File: config.mk
export PLATFORM = sky130hd
export DESIGN_NAME = ct_ebiu_cawt_table
export DESIGN_NICKNAME = d
export VERILOG_FILES = /design/src/rtl/ct_ebiu_cawt_table_pkg.sv /design/src/rtl/ct_ebiu_cawt_table_slot.sv /design/src/rtl/gated_clk_cell.sv /design/src/rtl/ct_ebiu_cawt_table.sv
export SDC_FILE = /design/constraint.sdc
export NUM_CORES = 1
export LEC_CHECK = 0
export BUFFER_PORTS_ARGS = -buffer_cell sky130_fd_sc_hd__buf_2
export CORE_MARGIN = 5
export CORE_UTILIZATION = 51
export CTS_CLUSTER_DIAMETER = 200
export DETAILED_ROUTE_END_ITERATION = 16
export PLACE_DENSITY = 0.82
export REMOVE_ABC_BUFFERS = 1
export SYNTH_ARGS = -nofsm -noshare
export SYNTH_HDL_FRONTEND = slang
export SYNTH_SLANG_ARGS = --single-unit
File: constraint.sdc
create_clock -name forever_cpuclk -period 2.4 [get_ports forever_cpuclk]
set_input_delay 0 -clock forever_cpuclk [delete_from_list [all_inputs] [get_ports forever_cpuclk]]
set_output_delay 0 -clock forever_cpuclk [all_outputs]
set_load 0.005 [all_outputs]
File: src/rtl/ct_ebiu_cawt_table_pkg.sv
// Shared defaults, the entry-id width helper and the entry record for the
// non-cacheable write-address table (CAWT).
package ct_ebiu_cawt_table_pkg;

  localparam int CAWT_ADDRW   = 40;
  localparam int CAWT_IDX_LSB = 6;
  localparam int CAWT_MID_W   = 3;

  // Record fields are sized for the widest legal configuration; narrower
  // parameterisations zero-extend into them.
  localparam int CAWT_IDX_W_MAX = 32;
  localparam int CAWT_MID_W_MAX = 8;

  function automatic int cawt_id_w(input int entries);
    return (entries > 1) ? $clog2(entries) : 1;
  endfunction

  typedef struct packed {
    logic                      vld;
    logic [CAWT_IDX_W_MAX-1:0] idx;
    logic [CAWT_MID_W_MAX-1:0] mid;
  } cawt_entry_t;

endpackage

File: src/rtl/ct_ebiu_cawt_table_slot.sv
// One CAWT entry: valid bit on the free-running clock, index/master-ID on a
// per-entry gated clock, four index comparators and the PIU select decode.
module ct_ebiu_cawt_slot
  import ct_ebiu_cawt_table_pkg::*;
#(
  parameter int IDX_W   = 8,
  parameter int MID_W   = CAWT_MID_W,
  parameter int PIU_NUM = 4
) (
  input  logic               forever_cpuclk,
  input  logic               cpurst,
  input  logic               ciu_icg_en,
  input  logic               pad_yy_icg_scan_en,
  input  logic               create_en,
  input  logic [IDX_W-1:0]   create_idx,
  input  logic [MID_W-1:0]   create_mid,
  input  logic               pop_en,
  input  logic [IDX_W-1:0]   rd_idx,
  input  logic [IDX_W-1:0]   wr_idx,
  input  logic [IDX_W-1:0]   snp0_idx,
  input  logic [IDX_W-1:0]   snp1_idx,
  output logic               vld,
  output logic               rd_hit,
  output logic               wr_hit,
  output logic               snp0_hit,
  output logic               snp1_hit,
  output logic [PIU_NUM-1:0] piu_sel
);

  localparam int PIU_W = $clog2(PIU_NUM);

  logic             entry_clk;
  logic             vld_q;
  logic [IDX_W-1:0] idx_q;
  logic [MID_W-1:0] mid_q;
  cawt_entry_t      entry;
  logic             bcast;

  gated_clk_cell u_entry_icg (
    .clk_in             (forever_cpuclk),
    .global_en          (1'b1),
    .module_en          (ciu_icg_en),
    .local_en           (create_en),
    .external_en        (1'b0),
    .pad_yy_icg_scan_en (pad_yy_icg_scan_en),
    .clk_out            (entry_clk)
  );

  // Allocation only ever targets an invalid entry, so set and clear never
  // compete for the same slot.
  // NOTE: sequential state is written with non-blocking assignments so every
  // flop samples pre-edge values regardless of process ordering.
  always_ff @(posedge forever_cpuclk or posedge cpurst) begin
    if (cpurst)         vld_q <= 1'b0;
    else if (create_en) vld_q <= 1'b1;
    else if (pop_en)    vld_q <= 1'b0;
  end

  // NOTE: the tag storage is a handful of flops, not a RAM, so it takes the
  // same asynchronous clear as the valid bit and is never seen as X.
  always_ff @(posedge entry_clk or posedge cpurst) begin
    if (cpurst) begin
      idx_q <= '0;
      mid_q <= '0;
    end else if (create_en) begin
      idx_q <= create_idx;
      mid_q <= create_mid;
    end
  end

  assign entry = '{vld: vld_q,
                   idx: CAWT_IDX_W_MAX'(idx_q),
                   mid: CAWT_MID_W_MAX'(mid_q)};

  assign vld      = entry.vld;
  assign rd_hit   = entry.vld & (entry.idx == CAWT_IDX_W_MAX'(rd_idx));
  assign wr_hit   = entry.vld & (entry.idx == CAWT_IDX_W_MAX'(wr_idx));
  assign snp0_hit = entry.vld & (entry.idx == CAWT_IDX_W_MAX'(snp0_idx));
  assign snp1_hit = entry.vld & (entry.idx == CAWT_IDX_W_MAX'(snp1_idx));

  // Bits above MID_W are zero, so the shifted OR is exactly the broadcast MSB.
  assign bcast   = |(entry.mid >> (MID_W - 1));
  assign piu_sel = {PIU_NUM{entry.vld}}
                 & ((PIU_NUM'(1) << entry.mid[PIU_W-1:0]) | {PIU_NUM{bcast}});

endmodule

File: src/rtl/gated_clk_cell.sv
// Latch-based clock gate: enable is captured while the clock is low so the
// gated clock never glitches.
module gated_clk_cell (
  input  logic clk_in,
  input  logic global_en,
  input  logic module_en,
  input  logic local_en,
  input  logic external_en,
  input  logic pad_yy_icg_scan_en,
  output logic clk_out
);

  logic clk_en_bf_latch;
  logic clk_en;
  logic clk_en_lat;

  assign clk_en_bf_latch = (global_en & (module_en | local_en)) | external_en;
  assign clk_en          = clk_en_bf_latch | pad_yy_icg_scan_en;

  // NOTE: this is the one deliberate latch; it is transparent only while the
  // clock is low, which is what makes the AND gate below glitch-free.
  always_latch begin
    if (!clk_in) clk_en_lat <= clk_en;
  end

  assign clk_out = clk_in & clk_en_lat;

endmodule

File: src/rtl/ct_ebiu_cawt_table.sv
// CAWT top: lowest-free allocator, occupancy counter and OR-reduction of the
// per-entry hit and PIU-select outputs.
module ct_ebiu_cawt_table
  import ct_ebiu_cawt_table_pkg::*;
#(
  parameter int ENTRIES = 8,
  parameter int IDX_W   = 8,
  parameter int IDX_LSB = CAWT_IDX_LSB,
  parameter int ADDRW   = CAWT_ADDRW,
  parameter int MID_W   = CAWT_MID_W,
  parameter int PIU_NUM = 4
) (
  input  logic                          forever_cpuclk,
  input  logic                          cpurst,
  input  logic                          ciu_icg_en,
  input  logic                          pad_yy_icg_scan_en,
  input  logic                          create_vld,
  input  logic [ADDRW-1:0]              create_addr,
  input  logic [MID_W-1:0]              create_mid,
  output logic                          create_rdy,
  output logic [cawt_id_w(ENTRIES)-1:0] create_id,
  input  logic                          pop_vld,
  input  logic [cawt_id_w(ENTRIES)-1:0] pop_id,
  input  logic [ADDRW-1:0]              rd_addr,
  input  logic [ADDRW-1:0]              wr_addr,
  input  logic [IDX_W-1:0]              snp0_index,
  input  logic [IDX_W-1:0]              snp1_index,
  output logic                          rd_hit,
  output logic                          wr_hit,
  output logic                          snp0_hit,
  output logic                          snp1_hit,
  output logic [ENTRIES-1:0]            vld_vec,
  output logic [PIU_NUM-1:0]            piu_pend,
  output logic [cawt_id_w(ENTRIES):0]   entry_cnt,
  output logic                          full,
  output logic                          empty
);

  localparam int ID_W  = cawt_id_w(ENTRIES);
  localparam int CNT_W = ID_W + 1;

  logic [IDX_W-1:0]   create_idx, rd_idx, wr_idx;
  logic               unused_addr_bits;
  logic [ENTRIES-1:0] create_sel, pop_sel;
  logic [ENTRIES-1:0] rd_hit_vec, wr_hit_vec, snp0_hit_vec, snp1_hit_vec;
  logic [PIU_NUM-1:0] piu_sel [ENTRIES];
  logic               create_fire, pop_fire, found;
  logic [CNT_W-1:0]   cnt_q;

  assign create_idx = create_addr[IDX_LSB +: IDX_W];
  assign rd_idx     = rd_addr[IDX_LSB +: IDX_W];
  assign wr_idx     = wr_addr[IDX_LSB +: IDX_W];

  // Line offset and tag bits above the index take no part in the compare.
  assign unused_addr_bits = ^{create_addr[ADDRW-1:IDX_LSB+IDX_W], create_addr[IDX_LSB-1:0],
                              rd_addr[ADDRW-1:IDX_LSB+IDX_W],     rd_addr[IDX_LSB-1:0],
                              wr_addr[ADDRW-1:IDX_LSB+IDX_W],     wr_addr[IDX_LSB-1:0]};

  assign full       = (cnt_q == CNT_W'(ENTRIES));
  assign empty      = (cnt_q == '0);
  assign create_rdy = ~full;
  assign entry_cnt  = cnt_q;

  // NOTE: every variable written here gets a default before the loop, so the
  // block stays purely combinational and infers no latch.
  always_comb begin
    create_id = '0;
    found     = 1'b0;
    for (int i = 0; i < ENTRIES; i++) begin
      if (!vld_vec[i] && !found) begin
        create_id = ID_W'(i);
        found     = 1'b1;
      end
    end
  end

  assign create_fire = create_vld & create_rdy;
  assign pop_fire    = |(pop_sel & vld_vec);

  always_ff @(posedge forever_cpuclk or posedge cpurst) begin
    if (cpurst) cnt_q <= '0;
    else        cnt_q <= cnt_q + CNT_W'(create_fire) - CNT_W'(pop_fire);
  end

  for (genvar i = 0; i < ENTRIES; i++) begin : g_slot
    assign create_sel[i] = create_fire & (create_id == ID_W'(i));
    assign pop_sel[i]    = pop_vld & (pop_id == ID_W'(i));

    ct_ebiu_cawt_slot #(
      .IDX_W   (IDX_W),
      .MID_W   (MID_W),
      .PIU_NUM (PIU_NUM)
    ) u_slot (
      .forever_cpuclk     (forever_cpuclk),
      .cpurst             (cpurst),
      .ciu_icg_en         (ciu_icg_en),
      .pad_yy_icg_scan_en (pad_yy_icg_scan_en),
      .create_en          (create_sel[i]),
      .create_idx         (create_idx),
      .create_mid         (create_mid),
      .pop_en             (pop_sel[i]),
      .rd_idx             (rd_idx),
      .wr_idx             (wr_idx),
      .snp0_idx           (snp0_index),
      .snp1_idx           (snp1_index),
      .vld                (vld_vec[i]),
      .rd_hit             (rd_hit_vec[i]),
      .wr_hit             (wr_hit_vec[i]),
      .snp0_hit           (snp0_hit_vec[i]),
      .snp1_hit           (snp1_hit_vec[i]),
      .piu_sel            (piu_sel[i])
    );
  end

  assign rd_hit   = |rd_hit_vec;
  assign wr_hit   = |wr_hit_vec;
  assign snp0_hit = |snp0_hit_vec;
  assign snp1_hit = |snp1_hit_vec;

  always_comb begin
    piu_pend = '0;
    for (int i = 0; i < ENTRIES; i++) piu_pend = piu_pend | piu_sel[i];
  end

endmodule

[Word level (Yosys, flattened, before mapping)]
Index checks and enable logic that the tools add are counted.
Word-level totals
  bits in registers: 100
  latch bits: 8
  RAM bits: 0
  ROM bits: 0
  input bits: 148
  output and inout bits: 26
  word-level logic and storage cells: 262
  memories: 0
Operators by class
  add/sub/neg operators: 2
  $mul: 0
  div/mod/pow operators: 0
  $lt $le $gt $ge: 0
  equal/unequal tests: 47
  shift operators: 8
  multiplexer cells: 38
  bitwise gates (word level): 98
  reduce and logical (&&, ||, !) cells: 36
Operator list (number)
  == test 8 bit: 32
  bitwise OR 4 bit: 15
  AND 1 bit: 57
  OR reduction 8 bit: 5
  AND 4 bit: 8
  2-to-1 mux 1 bit: 32
  left shift 1 x 2 -> 4 bit, first input constant: 8
  == test 3 bit, second input constant: 8
  bitwise OR 1 bit: 16
  nonzero test 2 bit: 8
  2-to-1 mux 3 bit: 5
  logical NOT 1 bit: 13
  == test 3 x 2 -> 1 bit, second input constant: 4
  AND 8 bit: 1
  logical AND 1 bit: 7
  == test 3 x 1 -> 1 bit, second input constant: 2
  logical NOT 3 bit: 2
  adder 4 x 1 -> 4 bit: 1
  == test 4 bit, second input constant: 1
  logical NOT 4 bit: 1
  subtractor 4 x 1 -> 4 bit: 1
  2-to-1 mux 2 bit: 1
  inverter 1 bit: 1

[Longest topological paths before layout]
  word-level depth: 26
  mapped depth: 11
  depth with buffers taken out: 11

[Hierarchy]
From an unflattened synthesis, not the netlist that was laid out.
Unflattened totals
  cell total of the unflattened synthesis: 889
  area total of the unflattened synthesis: 8800.9 µm²
By module, submodules not included
  ct_ebiu_cawt_slot: instances 8, cells each 94, area an instance 978.4 µm², sequential area each 300.3 µm²
  ct_ebiu_cawt_table: instances 1, cells each 97, area an instance 703.2 µm², sequential area each 100.1 µm²
  gated_clk_cell: instances 8, cells each 5, area an instance 33.8 µm², sequential area each 0.0 µm²

==> flow_summary_export.csv <==
group,metric,value,unit
floorplan,initial_core_util,51.6,%
setup_path,path_class,"flip-flop to primary output",
synthesis,synth_top_area_share,30.9,%
floorplan,core,0.0157,sq mm
detailed_routing,wl_per_cell,23.6,microns
status,status,"finished with violations",
cells_and_area,nFillCells,1236,
setup_path,crit_fanout,5,
sta,finalCriticalPeriod,2.44,ns
synthesis,synth_top_area_cell,"dfrtp_1",
power,sequentialPowerShare,31.0,%
synthesis,synth_cell_types,52,
grt,grt_pass1_wl,39700,microns
placed_design,place.gp.congestion,0.979,
cells_and_area,drive_gt1_share,33.3,%
setup_path,worstPathRequired,2.40,ns
grt,grt_use_total,28.3,%
status,failed_checks,"negative setup slack",
sta,fmax,409,MHz
grt,grt_max_degree,77,
cts,path_clk_slew,0.05,ns
cts,clk_latency,0.69,ns
detailed_routing,vias,6993,
setup_path,arrival,2.44,ns
sta,skew,0.112,ns
cts,cts_tree,"built",
detailed_routing,wirelength,26500,microns
sta,period_share,102,%
power,power_switching,4.45,mW
sta,max_slew_margin,61.2,%
cells_and_area,nNetsFinal,1056,
synthesis,yosys_warnings,0,
synthesis,netlist_area,0.00811,sq mm
detailed_routing,drtAntennaViolNets,0,
synthesis,synthCells,854,
detailed_routing,first_pass_iters,6,
power,p_int,6.90,mW
synthesis,async_flop_share,92.6,%
setup_path,startpoint_type,"flip-flop",
placed_design,port_buffers,77,
grt,grt_pass1_vias,7165,
synthesis,yosys-top-cells-area,"dfrtp_1 (31%), xor2_1 (21%), mux2_2 (11%), xnor2_1 (7.1%), clkbuf_1 (3.1%)",
floorplan,dieArea,0.0185,sq mm
synthesis,synth_edf_count,0,
hold_path,hold_class,"input port to flip-flop",
detailed_routing,drt_iter0_markers,780,
power,p_comb_share,42.2,%
sta,slew_viol_final,0,
synthesis,synth.avg_cell_area,9.50,sq um
sta,setup_ws,-0.0431,ns
floorplan,num_io_pins,174,
detailed_routing,drcViolationCount,0,
power,p_per_area,1170,mW/mm^2
detailed_routing,avgViaCountPerCell,6.22,
floorplan,row_count,46,
placed_design,post-dp-hpwl,17200,microns
sta,setup_viol,1,
synthesis,ys_seq_elements,108,
synthesis,synth_top_flop_cell,"dfrtp_1",
sta,whs,0.0911,ns
flow_run,drv_cap,0,
power,clkPwrFrac,26.8,%
grt,gr-total-overflow,0,
cells_and_area,syn_to_final_growth,20.0,%
setup_path,critPathCaptureType,"primary output",
cells_and_area,diodes,0,
grt,antenna_found_initial,1,
sta,tightest_slew,0.575,ns
power,switching_share,39.2,%
sta,hold_viol,0,
power,leakagePower,4.31,nW
floorplan,dieHeight,136,microns
power,ir_worst_vdd,925,uV
floorplan,die_w,136,microns
power,finalPower,11.3,mW
[critical path, stage by stage (launching register included)]
cell and delay, ns:
dfrtp_1 0.46, xor2_1 0.19, nor4_1 0.41, nand3_1 0.13, nor4_1 0.25, or4_4 0.21, buf_2 0.11
[final timing paths]
kind | start | to | slack (ns) | cells after the start
max | g_slot[6].u_slot.idx_q[7]$_DFFE_PP0P_ | rd_hit | -0.04 | 6
min | pop_id[2] | g_slot[2].u_slot.vld$_DFFE_PP0P_ | 0.09 | 4
max reg2reg | entry_cnt[2]$_DFF_PP0_ | g_slot[0].u_slot.u_entry_icg.clk_en_lat$_DLATCH_N_ | 0 | 8
min reg2reg | g_slot[5].u_slot.mid_q[2]$_DFFE_PP0P_ | g_slot[5].u_slot.mid_q[2]$_DFFE_PP0P_ | 0.58 | 1
max in group gated | g_slot[0].u_slot.u_entry_icg.clk_en_lat$_DLATCH_N_ | clock gate | 0.06 | 1
max in group asynchronous | cpurst | g_slot[2].u_slot.vld$_DFFE_PP0P_ | 1.18 | 5
min in group asynchronous | cpurst | g_slot[3].u_slot.mid_q[2]$_DFFE_PP0P_ | 0.41 | 4
min in group gated | g_slot[7].u_slot.u_entry_icg.clk_en_lat$_DLATCH_N_ | clock gate | 0.66 | 0
[Yosys cell counts (all sizes together) (3+ instances only)]
cell type and number:
nor4 33, nand4 32, nor3 21, mux2 88, o41ai 5, nand2b 7
buf 58, nor2 11, dlxtn 8, clkbuf 66, xnor2 66, dfrtp 100
nor2b 16, nand2 21, ha 6, a21oi 7, o21ai 38, or2 3
or4 4, a21o 8, inv 14, xor2 192, nand3 19, and2 10
[kinds of logic (layout without fill, tap and decap cells)]
family / after synthesis / after routing / synth area share [%]
buffers and inverters: 138 / 192 / 7.55
flip-flops: 100 / 100 / 30.9
latches: 8 / 8 / 1.48
multiplexers: 90 / 90 / 12.8
AO/OA/AOI/OAI: 70 / 70 / 5.32
adder cells (fa/ha/maj): 7 / 7 / 1.17
XOR/XNOR: 258 / 258 / 27.9
AND/OR/NAND/NOR: 183 / 183 / 12.9
[registers in the layout (all words and copies together), names as in the netlist]
signal and cells:
g_slot.u_slot.idx_q 64, g_slot.u_slot.mid_q 24, g_slot.u_slot.u_entry_icg.clk_en_lat 8, g_slot.u_slot.vld 8, entry_cnt 4
[per-stage QoR]
step | setup WS (ns) | util [%] | cells | TNS, ns | area, sq um
after floorplan | -0.219 | - | 730 | -21.88 | 7550
after CTS | 0 | 60.6 | 1113 | 0 | 9520
final | -0.0431 | 61.9 | 1124 | -0.0431 | 9730
after detailed placement | -0.0105 | 53.6 | 1049 | -0.0192 | 8420
after global placement | 0 | 53.6 | 1049 | 0 | 8420
after global routing | -0.132 | 61.9 | 1124 | -0.157 | 9730
[power groups by stage]
stage                     combinational (mW)  sequential [mW]  clock (mW)
after floorplan                         3.01             3.17       0.239
after global placement                  4.16             3.38       0.239
after detailed placement                4.34             3.43       0.239
after CTS                               4.50             3.44        3.08
after global routing                    5.18             3.60        3.18
final                                   4.79             3.52        3.04
[cells in the final DEF, fill, tap and decap left out, drive strengths merged, types with 22 or more instances in the layout]
| cell | count |
|---|---|
| xor2 | 192 |
| buf | 114 |
| mux2 | 88 |
| dlygate4sd3 | 22 |
| clkbuf | 40 |
| xnor2 | 66 |
| dfrtp | 100 |
| nor4 | 33 |
| nand4 | 32 |
| o21ai | 38 |
[cell type report]
class	instances	area, sq um	area share, %
inverters	14	60.1	0.617
multi-input cells	608	4980	51.2
flip-flops and latches	108	2670	27.4
well taps	216	270	2.78
repair buffers	136	896	9.21
clock inverters	2	10.0	0.103
clock buffers	40	852	8.76
[metal layers]
metal / GRT usage, % / vias up / share of wire (%)
met5: 0 / - / 0.049
met4: 14.6 / 2 / 5.5
met3: 6.85 / 145 / 12
met2: 43.7 / 539 / 44
met1: 37.0 / 3388 / 39
li1: - / 2919 / -
[repair_timing]
item                                    CTS  global route
endpoints found under the setup margin    4             8
hold endpoints to repair                204             0
buffers inserted                          0            11
pin swaps                                 0             4
resized for setup                        13            46
hold buffers                             22             0
Power figures use the tool's default switching activity.
